**config.mk**
```make
export PLATFORM = sky130hd
export DESIGN_NAME = mem_port_arbiter
export DESIGN_NICKNAME = d
export VERILOG_FILES = /design/src/rtl/mem_port_arbiter.sv
export SDC_FILE = /design/constraint.sdc
export NUM_CORES = 1
export LEC_CHECK = 0
export CORE_AREA = 2 2 104 106
export CTS_BUF_LIST = sky130_fd_sc_hd__clkbuf_16
export CTS_CLUSTER_SIZE = 12
export DETAILED_ROUTE_END_ITERATION = 10
export DIE_AREA = 0 0 106 108
export MAX_ROUTING_LAYER = met4
export PLACE_DENSITY = 0.63
export SKIP_LAST_GASP = 1
export SYNTH_ARGS = -nofsm -noshare
export SYNTH_HDL_FRONTEND = slang
export SYNTH_SLANG_ARGS = --single-unit
```
**constraint.sdc**
```tcl
create_clock -name clk -period 2.2 [get_ports clk]
set_input_delay 0.44 -clock clk [delete_from_list [all_inputs] [get_ports clk]]
set_output_delay 0.44 -clock clk [all_outputs]
set_load 0.005 [all_outputs]
```
**src/rtl/mem_port_arbiter.sv**
```systemverilog
// mem_port_arbiter: shares one single-port, 1-cycle-read memory between the
// fetch path (read-only) and the load/store path (read/write).
// Data has priority on conflicts. Once fetch has lost MAX_FETCH_WAIT
// consecutive conflicts, it is forced to win.
// Ports:
//   clk, resetN                       clock and asynchronous active-low reset
//   fetchReq/fetchAddr/fetchGnt       fetch request handshake
//   fetchRvalid/fetchRdata            fetch read response, one cycle after grant
//   dataReq/dataWrite/dataAddr/
//   dataWdata/dataGnt                 load/store request handshake
//   dataRvalid/dataRdata              data read response, one cycle after grant
//   memAddr/memWrite/memDin/memDout   memory port
module mem_port_arbiter #(
    parameter int unsigned ADDR_WIDTH     = 32,
    parameter int unsigned DATA_WIDTH     = 32,
    parameter int unsigned MAX_FETCH_WAIT = 4
) (
    input  logic                  clk,
    input  logic                  resetN,
    input  logic                  fetchReq,
    input  logic [ADDR_WIDTH-1:0] fetchAddr,
    output logic                  fetchGnt,
    output logic                  fetchRvalid,
    output logic [DATA_WIDTH-1:0] fetchRdata,
    input  logic                  dataReq,
    input  logic                  dataWrite,
    input  logic [ADDR_WIDTH-1:0] dataAddr,
    input  logic [DATA_WIDTH-1:0] dataWdata,
    output logic                  dataGnt,
    output logic                  dataRvalid,
    output logic [DATA_WIDTH-1:0] dataRdata,
    output logic [ADDR_WIDTH-1:0] memAddr,
    output logic                  memWrite,
    output logic [DATA_WIDTH-1:0] memDin,
    input  logic [DATA_WIDTH-1:0] memDout
);

    localparam int unsigned CNT_W = (MAX_FETCH_WAIT == 0) ? 1 : $clog2(MAX_FETCH_WAIT + 1);
    localparam logic [CNT_W-1:0] CNT_MAX = CNT_W'(MAX_FETCH_WAIT);

    typedef enum logic [1:0] {
        OWN_NONE  = 2'd0,
        OWN_FETCH = 2'd1,
        OWN_DATA  = 2'd2
    } owner_e;

    owner_e           rd_owner;
    owner_e           rd_owner_nxt;
    logic [CNT_W-1:0] wait_cnt;
    logic [CNT_W-1:0] wait_cnt_nxt;
    logic             fetch_win;

    // State registers: owner of the read in flight and the fetch starvation count.
    always_ff @(posedge clk or negedge resetN) begin
        if (!resetN) begin
            rd_owner <= OWN_NONE;
            wait_cnt <= '0;
        end else begin
            rd_owner <= rd_owner_nxt;
            wait_cnt <= wait_cnt_nxt;
        end
    end

    // Arbitration, next-state and memory drive.
    // The counter saturates at CNT_MAX, so equality is enough to detect starvation.
    // With MAX_FETCH_WAIT=0 the counter stays at 0, so fetch always wins.
    always_comb begin
        fetch_win    = 1'b0;
        fetchGnt     = 1'b0;
        dataGnt      = 1'b0;
        rd_owner_nxt = OWN_NONE;
        wait_cnt_nxt = '0;
        memAddr      = '0;
        memWrite     = 1'b0;
        memDin       = '0;

        fetch_win = (wait_cnt == CNT_MAX);
        fetchGnt  = resetN & fetchReq & (~dataReq | fetch_win);
        dataGnt   = resetN & dataReq & ~(fetchReq & fetch_win);

        if (fetchGnt) begin
            rd_owner_nxt = OWN_FETCH;
            memAddr      = fetchAddr;
        end else if (dataGnt) begin
            rd_owner_nxt = dataWrite ? OWN_NONE : OWN_DATA;
            memAddr      = dataAddr;
            memWrite     = dataWrite;
            memDin       = dataWdata;
        end

        if (fetchReq && !fetchGnt) begin
            wait_cnt_nxt = (wait_cnt == CNT_MAX) ? wait_cnt : wait_cnt + CNT_W'(1);
        end
    end

    // Route the memory output to whichever requester owns this cycle's read.
    always_comb begin
        fetchRvalid = (rd_owner == OWN_FETCH);
        dataRvalid  = (rd_owner == OWN_DATA);
        fetchRdata  = fetchRvalid ? memDout : '0;
        dataRdata   = dataRvalid ? memDout : '0;
    end

endmodule
```
==> summary.md <==
| Metric | Value |
|---|---|
| Status | `complete, but fails checks` |
| Failing checks | `setup timing` |
| Final worst slack | `-0.0316 ns` |
| Net Switching | `0.000263 W` |
| Met3 Routed Length | `789 um` |
| Switching Fraction | `24.7%` |
| Slowest cell on the critical path | `dfrtp_1` |
| Post-synth EDFFs | `0` |
| Largest family of logic cells by synthesized area | `simple AND/OR/NAND/NOR gates` |
| Total GRT Usage | `13.8%` |
| Pwr dens | `244 mW/mm^2` |
| Syn Inst Count | `174` |
| WL/cell | `14.1 um` |
| CTS tree | `built` |
| Synth cell types | `23` |
| Syn Area/Cell | `7.28 sq um` |
| R2r endpoint | `rd_owner[1]` |
| Routed WL | `8510 um` |
| Floorplan row count | `37` |
| Num ports | `266` |
| First-pass GRT wire length | `12,300 um` |
| XOR/XNOR share of the synthesized area | `0%` |
| Clock power frac | `27.7%` |
| Layout cells sized above 1 | `25.6%` |
| Cell-internal power | `0.000805 W` |
| CORE AREA | `0.0102 sq mm` |
| Delay-heaviest family, CP | `buffers and inverters` |
| CP Depth | `8` |
| Crit Path Max Fanout | `6` |
| Flop and latch count out of synthesis | `5` |
| Drt first pass iters | `6` |
| R2r startpoint | `wait_cnt[1]` |
| Final net count | `605` |
| Mux cell area share after synthesis | `0%` |
| Initial DRC Count | `80` |
| CTS H-tree depth | `1` |
| Synth Cell Area | `0.00127 sq mm` |
| R2R cell count | `8` |
| Number of max-cap violations | `0` |
| Die Span Y | `108 um` |
| Die X | `106 um` |
| Peak VDD IR | `0.206 mV` |
| CTS Buf Count | `3` |
| Multi-input gate area | `0.00107 sq mm` |
| Setup TNS | `-0.158 ns` |
| RSZ-0062 raised after global routing | `true` |
| FF-to-FF setup slack | `0.59 ns` |
| Total power | `0.00107 W` |
| Comb pwr share | `62.6%` |
| Largest net degree at the start of global routing | `34` |
| Routed Antenna Nets | `0` |
| Crit path from | `wait_cnt[1]` |
| Adder-Cell Fraction of Synth Area | `1.97%` |
| CTS sink count | `5` |
| Period utilisation layout | `101%` |
| CP Launch Type | `flop` |
| Synth Area in Compound Gates | `26.4%` |
| Cell Count, Final, Fillers Out | `605` |
| Worst Path Required | `1.76 ns` |
| Seq pwr share | `9.7%` |
| Vias in the first global route | `2,361` |
| Critical Path AT | `1.79 ns` |
| Worst-Margin Slew | `0.221 ns` |
| Residual DRC | `0` |
| Clk buf depth | `2` |
| Clk_skew | `0.00192 ns` |
| CP bufs+invs | `4` |
| Fin. max-slew vios | `0` |
| Sequential cell area | `125 sq um` |
| CP endpoint kind | `primary output` |
| Syn-to-layout area delta | `246%` |
| Vias/cell | `3.97` |
| Fraction of registers with async set/reset | `100%` |
| Crit Path Category | `flop to primary output` |
| Via count | `2,404` |
| Uppermost layer routed | `met4` |
| CTS Hold Bufs | `0` |
| GRT overflow | `0` |
| Port buffer count | `265` |
| Slew headroom | `85.3%` |
| Pleak | `1.95 nW` |
| Termination of the worst setup path | `memAddr[11]` |
| Simple-Gate Fraction of Synth Area | `53.5%` |
| Die ar. | `0.0114 sq mm` |
| Placed insts | `576` |
| Seq/Total Area, Yosys | `9.87%` |
| Final hold vios | `0` |
| Final GP Congestion | `0.817` |
| YS warnings | `0` |
| HPWL Detailed | `6660 um` |
| Clock latency on the worst-skew pair | `0.23 ns` |
| Diode count | `0` |
| Met2 Wirelength | `4840 um` |
| Post-synth top flop | `dfrtp_1` |
| Tmin final | `2.23 ns` |
| Root buffer cell | `clkbuf_16` |
| CP peak stage delay | `0.39 ns` |
| FILL cells | `1,016` |
| Fmax | `448 MHz` |
| M1 WL | `2810 um` |
| Hold Path Class | `primary input to asynchronous set/reset pin` |
| Fin util | `42.9%` |
| Antenna violations before repair | `0` |
| # setup viols final | `15` |
| Starting Density | `12.4%` |
| Clock transition at the registers of the reported paths | `0.03 ns` |
| CP Cell Sequence | `inv_2, ha_4, nand2_4, o211a_4, buf_8, buf_16, a22o_1, buf_2` |
| Net Count, Synth | `309` |
metrics by stage:
step / cell area [sq um] / setup WS (ns) / hold slack (ns)
3_3_place_gp: 4190 / -0.400 / 0.646
2_1_floorplan: 1270 / 0.330 / 0.144
6_report: 4390 / -0.0316 / 0.314
4_1_cts: 4420 / -0.195 / 0.316
5_1_grt: 4390 / -0.0968 / 0.342
3_5_place_dp: 4190 / -0.394 / 0.644
layout make-up:
cell class	count	share of cell area, %
clock buffer	3	1.71
clock inverter	1	0.0856
inverter	3	0.257
multi-input combinational	150	24.5
sequential	5	2.85
tap	136	3.88
timing repair buffer	307	66.8
cells in the mapped netlist, types with 2 or more instances:
master	n	area (sq um)
inv_1	3	11.3
nor2b_1	3	18.8
clkbuf_1	9	33.8
nor3_1	2	10.0
a22o_1	32	280
buf_2	3	15.0
nand2_1	2	7.51
buf_6	4	45.0
dfrtp_1	5	125
and2_1	97	607
ha_1	2	25.0
flip-flops by register name, indices dropped and copies added, names as in the netlist:
signal,cells
wait_cnt,3
rd_owner,2
power by group through the flow:
stage	Sequential, W	Clock (W)	Combinational (W)
final	0.000103	0.000296	0.000669
after global placement	0.000103	0	0.000627
after CTS	0.000103	0.000301	0.000661
after global routing	0.000104	0.000308	0.000719
after floorplan	0.000103	0	0.000151
after detailed placement	0.000103	0	0.000631
cells by family after synthesis:
kind of cell    after synthesis
buf+inv                      19
compound gates               38
simple gates                110
fa+ha+maj                     2
flops                         5
placed cells by master (no fill, tap or decap), types with 2 or more instances in the layout:
master / n
and2_4: 4
buf_6: 11
dlygate4sd2_1: 5
buf_16: 4
clkdlybuf4s50_1: 195
nand2_1: 2
buf_2: 20
inv_1: 2
inv_2: 2
dfrtp_1: 5
a22o_1: 32
buf_4: 19
clkbuf_16: 6
nor3_1: 2
nor2b_1: 3
clkbuf_2: 41
buf_12: 8
and2_1: 93
worst min path at each step:
stage | startpoint | endpoint | slack, ns | cells past startpoint
after CTS | resetN | wait_cnt[0] | 0.32 | 2
after floorplan | resetN | rd_owner[0] | 0.14 | 0
after global placement | wait_cnt[1] | wait_cnt[1] | 0.65 | 3
after global routing | resetN | wait_cnt[0] | 0.34 | 2
final | resetN | wait_cnt[0] | 0.31 | 2
after detailed placement | wait_cnt[2] | wait_cnt[2] | 0.64 | 3
worst reg2reg max path, cell delays in order, from the launching register on:
cell,delay [ns]
dfrtp_1,0.39
inv_2,0.09
ha_4,0.14
nand2_4,0.06
o211a_4,0.28
buf_8,0.15
clkbuf_16,0.15
buf_4,0.13
nor2b_1,0.12
per-layer routing:
metal	vias to the layer above	global-route usage [%]
met5	-	-
met4	0	2.82
met3	7	2.41
met2	167	28.6
met1	1049	13.2
li1	1181	-
what timing repair did:
item                       CTS  global route
cloned                       6             3
resized for setup          159           100
hold endpoints to repair     0             0
pin swaps                    3            11
setup buffers               12            11
setup endpoints to repair   67            65
Power figures use the tool's default switching activity.
